==> src/rtl/mac_pkg.sv <==
// Shared types, defaults and the saturating/wrapping add used by mac_vec and
// future multi-lane MACs.
package mac_pkg;

    localparam int DATA_W_DEF = 8;
    localparam int ACC_W_DEF  = 26;
    localparam int LEN_DEF    = 16;

    // Widest accumulator the shared add supports; callers sign-extend into it.
    localparam int MAX_W = 64;

    typedef logic signed [MAX_W-1:0] wide_t;

    // Adds two values already sign-extended from acc_w bits and returns
    // {ovf, value}. The value is clamped when sat_en is set, otherwise it is
    // the raw sum whose low acc_w bits are the wrapped result.
    function automatic logic [MAX_W:0] sat_add(input wide_t acc, input wide_t p,
                                                input logic sat_en, input int acc_w);
        wide_t sum;
        wide_t hi;
        wide_t lo;
        wide_t val;
        logic  ovf;
        sum = acc + p;
        hi  = (wide_t'(1) <<< (acc_w - 1)) - wide_t'(1);
        lo  = -(wide_t'(1) <<< (acc_w - 1));
        ovf = (sum > hi) || (sum < lo);
        if (!ovf || !sat_en)
            val = sum;
        else if (sum > hi)
            val = hi;
        else
            val = lo;
        return {ovf, val};
    endfunction

endpackage

==> src/rtl/mac_vec_sat_add.sv <==
// Combinational accumulator add with overflow detect and optional clamp to
// the signed ACC_W range.
module mac_vec_sat_add
    import mac_pkg::*;
#(
    parameter int ACC_W = ACC_W_DEF,
    parameter int P_W   = 2 * DATA_W_DEF,
    parameter bit SAT   = 1'b1
) (
    input  logic signed [ACC_W-1:0] acc,
    input  logic signed [P_W-1:0]   p,
    output logic signed [ACC_W-1:0] sum,
    output logic                    ovf
);

    if (ACC_W >= MAX_W) begin : g_bad_acc_w
        $error("mac_vec_sat_add: ACC_W must be below %0d", MAX_W);
    end

    logic [MAX_W:0] res;
    logic           unused_hi;

    assign res       = sat_add(wide_t'(acc), wide_t'(p), SAT, ACC_W);
    assign sum       = res[ACC_W-1:0];
    assign ovf       = res[MAX_W];
    // Upper bits only carry sign/clamp information already reflected in sum.
    assign unused_hi = ^res[MAX_W-1:ACC_W];

endmodule

==> src/rtl/mac_vec.sv <==
// Two-stage pipelined signed vector MAC: multiplies valid (a,b) pairs and
// emits a one-cycle result strobe every LEN pairs, then restarts.
module mac_vec
    import mac_pkg::*;
#(
    parameter int DATA_W = DATA_W_DEF,
    parameter int ACC_W  = ACC_W_DEF,
    parameter int LEN    = LEN_DEF,
    parameter bit SAT    = 1'b1,
    localparam int CNT_W = $clog2(LEN + 1)
) (
    input  logic                     clk,
    input  logic                     rst,
    input  logic                     clr_n,
    input  logic                     in_valid,
    input  logic signed [DATA_W-1:0] a,
    input  logic signed [DATA_W-1:0] b,
    output logic signed [ACC_W-1:0]  acc,
    output logic [CNT_W-1:0]         cnt,
    output logic                     out_valid,
    output logic signed [ACC_W-1:0]  result,
    output logic                     out_ovf
);

    localparam int P_W = 2 * DATA_W;

    if (ACC_W < P_W) begin : g_bad_acc_w
        $error("mac_vec: ACC_W (%0d) must be >= 2*DATA_W (%0d)", ACC_W, P_W);
    end
    if (LEN < 1) begin : g_bad_len
        $error("mac_vec: LEN must be >= 1");
    end

    logic signed [P_W-1:0]   p1;
    logic                    v1;
    logic                    sticky;
    logic signed [ACC_W-1:0] sum;
    logic                    ovf;
    logic                    last;

    assign last = (cnt == CNT_W'(LEN - 1));

    mac_vec_sat_add #(
        .ACC_W (ACC_W),
        .P_W   (P_W),
        .SAT   (SAT)
    ) u_sat_add (
        .acc (acc),
        .p   (p1),
        .sum (sum),
        .ovf (ovf)
    );

    always_ff @(posedge clk or posedge rst) begin
        if (rst) begin
            p1        <= '0;
            v1        <= 1'b0;
            acc       <= '0;
            cnt       <= '0;
            sticky    <= 1'b0;
            out_valid <= 1'b0;
            result    <= '0;
            out_ovf   <= 1'b0;
        end else if (!clr_n) begin
            // Clear drops both the incoming pair and the one in stage 1;
            // the last completed result stays visible.
            p1        <= '0;
            v1        <= 1'b0;
            acc       <= '0;
            cnt       <= '0;
            sticky    <= 1'b0;
            out_valid <= 1'b0;
        end else begin
            p1        <= P_W'(a) * P_W'(b);
            v1        <= in_valid;
            out_valid <= 1'b0;
            if (v1) begin
                if (last) begin
                    result    <= sum;
                    out_ovf   <= sticky | ovf;
                    out_valid <= 1'b1;
                    acc       <= '0;
                    cnt       <= '0;
                    sticky    <= 1'b0;
                end else begin
                    acc    <= sum;
                    cnt    <= cnt + CNT_W'(1);
                    sticky <= sticky | ovf;
                end
            end
        end
    end

endmodule
==> config.mk <==
export PLATFORM = sky130hd
export DESIGN_NAME = mac_vec
export DESIGN_NICKNAME = d
export VERILOG_FILES = /design/src/rtl/mac_pkg.sv /design/src/rtl/mac_vec_sat_add.sv /design/src/rtl/mac_vec.sv
export SDC_FILE = /design/constraint.sdc
export NUM_CORES = 1
export LEC_CHECK = 0
export ABC_AREA = 1
export CELL_PAD_IN_SITES_DETAIL_PLACEMENT = 1
export CELL_PAD_IN_SITES_GLOBAL_PLACEMENT = 1
export CORE_ASPECT_RATIO = 0.9
export CORE_UTILIZATION = 46
export CTS_BUF_LIST = sky130_fd_sc_hd__clkbuf_16
export DETAILED_ROUTE_END_ITERATION = 16
export GPL_TIMING_DRIVEN = 0
export HOLD_SLACK_MARGIN = 0.06
export PLACE_DENSITY = 0.95
export SETUP_SLACK_MARGIN = 0.3
export SYNTH_ARGS = -nofsm -noshare
export SYNTH_HDL_FRONTEND = slang
export SYNTH_SLANG_ARGS = --single-unit
export TNS_END_PERCENT = 1
==> constraint.sdc <==
create_clock -name clk -period 3.6 [get_ports clk]
set_input_delay 0.72 -clock clk [delete_from_list [all_inputs] [get_ports clk]]
set_output_delay 0.72 -clock clk [all_outputs]
set_load 0.005 [all_outputs]
; Word level (Yosys, flattened, before mapping)
; Cells that the tools add are included.
[classes]
addsub = 2
mul = 1
n_lt_le_gt_ge = 2
n_eq_ne = 2
muxes = 16
n_bitwise = 1
reduce_logical = 2
[op_table]
columns = cell, count
row1 = $mux W26, 5
row2 = $add A26 B16 Y27, 1
row3 = $gt A27 B26 Y1 const B, 1
row4 = $lt A27 B26 Y1 const B, 1
row5 = $mul A8 B8 Y16, 1
row6 = $mux W16, 1
row7 = $mux W5, 3
row8 = $mux W1, 7
row9 = $add A5 B1 Y5 const B, 1
row10 = $eq A5 B4 Y1 const B, 1
row11 = $reduce_and A3 Y1, 1
row12 = $ne A2 B1 Y1 const B, 1
row13 = $logic_or A1 B1 Y1, 1
row14 = $or A1 B1 Y1, 1
[word_totals]
register_bits = 77
inputBits = 20
output_inout_bits = 59
word_cells = 34

; Longest topological paths before layout
; Gate-level depths: netlist of the first run.
[depth]
ltp_word = 7
ltp_mapped = 21
depth_no_buf = 20

; Modules after synthesis
; From an unflattened synthesis of the first run, not the netlist that was laid out.
[hier_totals]
hier_cells = 1022
area_unflattened_um2 = 7601.0
[modules_own_cells]
columns = mod, n_inst, cells_each, area_per_inst_um2, seq_area_each_um2
row1 = mac_vec, 1, 665, 5699.2, 1926.8
row2 = mac_vec_sat_add, 1, 357, 1901.8, 0.0

; Least setup slack after synthesis of the first run
; OpenSTA, ideal clock, no wires.
[synth_timing]
path_type = input-to-reg
from = input port b[2]
to = register p1[15]
setup_time_ps = 122
arrival_ps = 4586
required_time_ps = 3478
slack_ps = -1108
path_stages = 19
n_path_buf = 1
cell_sequence = clkbuf_1 -> nand2_1 -> fa_1 -> inv_1 -> fa_1 -> fa_1 -> inv_1 -> fa_1 -> inv_1 -> ha_1 -> nand2_1 -> nor2_1 -> nand3_1 -> nand3_1 -> nand2_1 -> a21boi_0 -> o21ai_0 -> nand2_1 -> nor2_1
[synth_between]
elab_chain_cells = 2
[synth_lines]
columns = item, line
row1 = start: declaration, mac_vec.sv:17  ; input logic signed [DATA_W-1:0] b,
row2 = $mul A8 B8 Y16, mac_vec.sv:74  ; p1 <= P_W'(a) * P_W'(b);
row3 = $mux W16, mac_vec.sv:64  ; end else if (!clr_n) begin
row4 = end signal: assignment, mac_vec.sv:74
row5 = end: declaration, mac_vec.sv:34  ; logic signed [P_W-1:0] p1;
; Every way passes these cells.
; A chain may end at the register's enable or synchronous reset.

; Worst setup path in the final report of the first run
[layout_timing]
from = input port b[1]
to = register p1[15]
; The elaborated chain is that of the path after synthesis.

==> flow_metrics.py, run 1 <==
metrics = {
    "cells_and_area": {
        "syn2layout_area_growth_pct": 25.8,
        "drive_above_1_share": 0.134,
        "nets": 1244,
        "final_cell_mix": "nand2_1, inv_1, dfrtp_1",
        "final_common_cell": "nand2_1",
        "fillers": 1898,
        "fin_util": 0.597,
    },
    "cts": {
        "cts_root_buf": "clkbuf_16",
        "htreeDepth": 3,
        "insertion_delay_ns": 0.37,
        "cts_tree": "yes",
        "cts.sinks": 77,
        "numCtsBuffers": 9,
        "path_clk_slew_ns": 0.08,
        "cts_hold_buf": 0,
        "clockBufferDepth": 2,
    },
    "placed_design": {
        "hpwl_um": 20200,
        "place_congestion": 0.907,
        "io_buffers": 63,
    },
    "critical_path": {
        "path_cells": "clkbuf_4, nand2_1, inv_1, ha_4, inv_4, fa_1, inv_1, fa_1, inv_1, fa_1, inv_1, ha_4, a21oi_2, o21a_1, nand3_2, nand2_2, a21boi_4, o21ai_1, nand2_1, nor2_2",
        "cp.arrival_ns": 4.90,
        "crit_path_top_delay_cell": "fa_1",
        "r2r-start": "p1[15]",
        "reg2reg_setup_slack_ns": 0.08,
        "critPathRequiredTime_ns": 3.89,
        "start_kind": "primary input",
        "slowest_delay_ns": 0.64,
        "crit_fanout": 8,
        "worst-r2r-cell-count": 14,
        "critical_path_class": "primary input to flop",
        "r2r-end": "acc[11]",
        "cp_common_cell": "inv_1",
        "setup.worst_path.end_class": "flop",
    },
    "global_routing": {
        "grt_max_degree": 51,
        "first_global_vias": 9096,
        "antenna_found_initial": 2,
        "grt_pass1_wl_um": 55300,
        "grt_overflow": 0,
        "grt_util_all_layers": 0.466,
    },
    "hold_path": {
        "holdPathStages": 2,
        "hold_class": "flop to flop",
        "min_from": "result[17]",
        "whs_endpoint": "result[17]",
    },
    "run_status": {
        "violations": "setup timing",
        "status": "finished with violations",
    },
    "detailed_routing": {
        "drtAntennaViolNets": 0,
        "routed.top_layer": "met4",
        "vias_per_cell": 6.52,
        "vias": 8613,
        "drt_wl_total_um": 39100,
        "first_iter_violations": 1201,
        "wl_met3_um": 5240,
        "dr.pass1.iters": 6,
        "dr_wl_met2_um": 16700,
        "wl_per_cell_um": 29.6,
        "wl_met1_um": 13300,
        "drc": 0,
    },
    "floorplan": {
        "die_w_um": 135,
        "dieArea_mm2": 0.0165,
        "io_pins": 79,
        "start_util": 0.475,
        "die_h_um": 122,
        "num_rows": 43,
        "coreArea_mm2": 0.0155,
    },
    "timing": {
        "layout_min_cycle_time_ns": 4.61,
        "tightestPinTransition_ns": 0.909,
        "rsz0062_at_grt": "yes",
        "worst_slack_ns": -1.01,
        "relSlewSlack": 0.392,
        "hold_violations": 0,
        "setup_viol": 9,
        "fmax_mhz": 217,
        "fin_tns_setup_ns": -5.78,
        "report.final.slew_viol_count": 0,
        "finClkSkew_ns": 0.0181,
        "min_period_over_period": 1.28,
    },
    "yosys": {
        "syn_inst": 1024,
        "synth_seq_cells": 77,
        "syn_area_per_cell_um2": 7.18,
        "synth_area_mm2": 0.00736,
        "yosysSeqAreaShare": 0.262,
        "postSynthNetCount": 1156,
        "ys_warn_count": 0,
        "synthDistinctLibCells": 33,
    },
    "power_and_ir_drop": {
        "power.density_mw_per_mm2": 822,
        "worst_ir_drop_vdd_mv": 0.368,
        "p_leak_nw": 5.02,
    },
    "flow_run": {
        "cap_violations": 0,
    },
}
## worst max-delay path by stage
stage          cells past startpoint      to  from
3_5_place_dp                      19  p1[15]  a[0]
2_1_floorplan                     19  p1[15]  a[7]
5_1_grt                           20  p1[15]  b[1]
4_1_cts                           19  p1[15]  a[4]
3_3_place_gp                      19  p1[15]  a[0]
6_report                          20  p1[15]  b[1]
## cell families (layout without fill, tap and decap cells)
family / Yosys count / in the layout / synth area share
DFF: 77 / 77 / 0.262
AOI/OAI and AO/OA: 80 / 80 / 0.0599
adders and majority gates: 112 / 112 / 0.248
other: 0 / 2 / 0
buffers and inverters: 223 / 316 / 0.118
xor gates and xnor gates: 26 / 26 / 0.0310
and+or+nand+nor: 506 / 506 / 0.282
## stage by stage
stage          cell area [µm²]  hold WS, ns  total power [W]  worst slack, ns  cells
2_1_floorplan             7610        0.463          0.00367           -0.612   1024
3_3_place_gp              8490        0.468          0.00453            -1.39   1289
3_5_place_dp              8520        0.474          0.00480            -1.55   1290
4_1_cts                   9190        0.505          0.00654           -0.563   1317
5_1_grt                   9250        0.550          0.00771            -1.00   1319
6_report                  9250        0.514          0.00761            -1.01   1321
## power breakdown
part / switching, W / leakage (nW) / internal (W)
Sequential: 0.000174 / 1.05 / 0.000997
Clock: 0.000517 / 0.145 / 0.000488
Combinational: 0.00356 / 3.82 / 0.00187
## what timing repair did
action,in CTS,in global routing
endpoints found under the setup margin,11,51
pin swaps,38,12
cloned,0,0
setup buffers,11,2
gates resized for setup,88,16
## layer usage
| metal | GRT usage | up-vias |
|---|---|---|
| met5 | 0 | - |
| met4 | 0.323 | 0 |
| met3 | 0.174 | 350 |
| met2 | 0.705 | 835 |
| met1 | 0.548 | 4141 |
| li1 | - | 3287 |
## critical path, delay by kind of cell
kind                     cells  cell delay [ns]
buffers and inverters        6             0.63
AND/OR/NAND/NOR              5             0.61
adder cells (fa/ha/maj)      5             2.35
AO/OA/AOI/OAI                4             0.57
## synth_stat cells
library cell / n / share of area
nand4_1: 9 / 0.0077
nand3_2: 3 / 0.0041
nand2_4: 3 / 0.0046
a21oi_2: 2 / 0.0024
nor2_2: 2 / 0.0017
a21oi_1: 45 / 0.031
or2_2: 1 / 0.00085
o2111ai_1: 1 / 0.0012
fa_1: 56 / 0.15
nor2_1: 61 / 0.031
buf_4: 3 / 0.0031
clkbuf_1: 24 / 0.012
nand2_2: 2 / 0.0017
ha_1: 56 / 0.095
o211ai_1: 1 / 0.0010
nand3_1: 65 / 0.044
clkinv_1: 2 / 0.0010
nor3_1: 6 / 0.0041
buf_6: 2 / 0.0031
inv_1: 188 / 0.096
and2_1: 3 / 0.0026
dfrtp_1: 77 / 0.26
xnor2_1: 15 / 0.018
o22ai_1: 1 / 0.00085
nand2_1: 350 / 0.18
xor2_1: 11 / 0.013
a21boi_0: 1 / 0.0010
buf_2: 1 / 0.00068
o21ai_0: 20 / 0.014
inv_2: 3 / 0.0015
o21bai_1: 8 / 0.0082
o21a_1: 1 / 0.0010
nand2b_1: 1 / 0.00085
## state kept, by name, summed over array words and instances (netlist names)
register and flops:
sticky 1, cnt 5, acc 26, out_valid 1
out_ovf 1, v1 1, result 26, p1 16
## layout make-up
cell class                      count  area, µm²  share of cell area
Antenna cell                        2       5.00            0.000541
Buffer                             30        314              0.0339
Clock buffer                        9        225              0.0243
Clock inverter                      7       62.6             0.00676
Inverter                          193        742              0.0802
Multi-Input combinational cell    724       4970               0.537
Sequential cell                    77       1930               0.208
Tap cell                          202        253              0.0273
Timing Repair Buffer               77        754              0.0816
No activity file was read; power rests on OpenSTA's default activity.
==> run 2: changes to the inputs <==
--- a/config.mk
+++ b/config.mk
@@ -12,7 +12,6 @@
 export CORE_UTILIZATION = 46
 export CTS_BUF_LIST = sky130_fd_sc_hd__clkbuf_16
 export DETAILED_ROUTE_END_ITERATION = 16
-export GPL_TIMING_DRIVEN = 0
 export HOLD_SLACK_MARGIN = 0.06
 export PLACE_DENSITY = 0.95
 export SETUP_SLACK_MARGIN = 0.3
==> flow_metrics.py, run 2 (synthesis gave the netlist of run 1 again) <==
metrics = {
    "timing": {
        "report.final.slew_viol_count": 0,
        "finClkSkew_ns": 0.0203,
        "worst_slack_ns": -1.33,
        "hold_violations": 0,
        "rsz0062_at_grt": "yes",
        "relSlewSlack": 0.474,
        "setup_viol": 18,
        "min_period_over_period": 1.37,
        "tightestPinTransition_ns": 0.788,
        "fmax_mhz": 203,
        "layout_min_cycle_time_ns": 4.93,
        "fin_tns_setup_ns": -9.84,
    },
    "detailed_routing": {
        "drtAntennaViolNets": 0,
        "drc": 0,
        "dr.pass1.iters": 8,
        "vias": 9473,
        "wl_per_cell_um": 33.7,
        "vias_per_cell": 6.93,
        "drt_wl_total_um": 46000,
        "first_iter_violations": 1753,
    },
    "cts": {
        "cts_root_buf": "clkbuf_16",
        "clockBufferDepth": 2,
        "path_clk_slew_ns": 0.08,
        "cts_tree": "yes",
        "cts.sinks": 77,
        "numCtsBuffers": 9,
        "cts_hold_buf": 0,
        "insertion_delay_ns": 0.38,
        "htreeDepth": 3,
    },
    "global_routing": {
        "met1_usage": 0.580,
        "grt_util_all_layers": 0.511,
        "antenna_found_initial": 2,
        "grtUsageMet2": 0.753,
        "gr-max-usage-layer": "met2",
        "first_global_vias": 9570,
        "grt_overflow": 0,
        "use_met3": 0.236,
        "grt_pass1_wl_um": 60100,
        "grt_max_degree": 47,
    },
    "power_and_ir_drop": {
        "p_leak_nw": 5.26,
        "switching_share": 0.559,
        "switchingPower_w": 0.00476,
        "clockPowerShare": 0.135,
        "worst_ir_drop_vdd_mv": 0.401,
        "power.density_mw_per_mm2": 882,
        "p_int_w": 0.00375,
        "power_frac_seq": 0.138,
        "combPwrFrac": 0.727,
    },
    "cells_and_area": {
        "final_cell_mix": "nand2_1, inv_1, dfrtp_1",
        "drive_above_1_share": 0.199,
        "reg_top3": "acc (26), result (26), p1 (16)",
        "syn2layout_area_growth_pct": 31.3,
        "fillers": 1880,
        "fin_util": 0.623,
        "final_common_cell": "nand2_1",
        "nets": 1291,
        "layoutNonFillerInstCount": 1367,
    },
    "critical_path": {
        "start_kind": "primary input",
        "crit_fanout": 8,
        "critical_path_class": "primary input to flop",
        "cp.arrival_ns": 5.20,
        "slowest_delay_ns": 0.70,
        "path_cells": "buf_2, buf_12, nand2_4, inv_4, ha_4, clkinvlp_4, buf_6, fa_1, inv_2, fa_1, inv_2, fa_1, inv_2, ha_4, a21oi_4, o21ai_4, a21oi_2, nor2_2, o21ai_2, nand3_1, nand2_1, nor2_1",
        "setup.worst_path.end_class": "flop",
        "critPathRequiredTime_ns": 3.86,
        "crit_path_top_delay_cell": "fa_1",
    },
    "floorplan": {
        "dieArea_mm2": 0.0165,
        "die_w_um": 135,
        "start_util": 0.475,
        "coreArea_mm2": 0.0155,
        "die_h_um": 122,
        "io_pins": 79,
        "num_rows": 43,
    },
    "placed_design": {
        "io_buffers": 78,
        "hpwl_um": 22900,
        "place_congestion": 0.943,
        "dp.cells": 1329,
    },
    "run_status": {
        "status": "finished with violations",
        "violations": "setup timing",
    },
    "hold_path": {
        "hold_class": "flop to flop",
    },
    "flow_run": {
        "cap_violations": 0,
    },
}
## run 2: layout make-up
| class | instances | area, µm² | share of cell area |
|---|---|---|---|
| repair buffers | 154 | 1360 | 0.141 |
| inverters | 193 | 741 | 0.0767 |
| flip-flops and latches | 77 | 1930 | 0.200 |
| clock inverters | 7 | 111 | 0.0115 |
| diodes | 1 | 2.50 | 0.000259 |
| multi-input cells | 724 | 5030 | 0.521 |
| clock buffers | 9 | 225 | 0.0233 |
| well taps | 202 | 253 | 0.0262 |
## run 2: path summary, 6_finish.rpt
check                        from         end  slack (ns)  cells after the start
max in group asynchronous     rst      acc[5]        1.98                      3
max reg2reg                p1[15]   result[5]       -0.18                     12
max                          a[7]      p1[12]       -1.33                     22
min                        acc[2]      acc[2]        0.52                      2
min reg2reg                acc[2]      acc[2]        0.52                      2
min in group asynchronous     rst  result[24]        0.83                      2
## run 2: metrics by stage
step | hold slack [ns] | area [µm²] | setup WS, ns | total power (W)
floorplan | 0.463 | 7610 | -0.612 | 0.00367
global placement | 0.466 | 8840 | -1.33 | 0.00477
detailed placement | 0.480 | 8840 | -1.75 | 0.00529
CTS | 0.504 | 9450 | -0.804 | 0.00705
global route | 0.550 | 9650 | -1.33 | 0.00851
finish | 0.520 | 9660 | -1.33 | 0.00851
## run 2: repair_timing
action / CTS / global route
endpoints found under the setup margin: 12 / 49
resized for setup: 126 / 63
buffers inserted: 14 / 7
pin swaps: 40 / 45
hold endpoints to repair: 0 / 0
## run 2: metal layers
layer  up-vias  share of wire
li1       3382              -
met1      4408           0.32
met2      1164           0.40
met3       507           0.16
met4        12           0.11
met5         -         0.0055
## run 2: worst max-delay path, delay by kind of cell
kind,cells,cell delay [ns]
compound gates,4,0.61
fa+ha+maj,5,2.24
buf+inv,8,0.90
simple gates,5,0.69
## run 2: power by group through the flow
stage	clock [W]	combinational, W	sequential (W)
final	0.00115	0.00619	0.00117
after global routing	0.00113	0.00622	0.00116
after CTS	0.00109	0.00483	0.00114
after detailed placement	0	0.00414	0.00115
after global placement	0	0.00363	0.00114
after floorplan	0	0.00257	0.00109
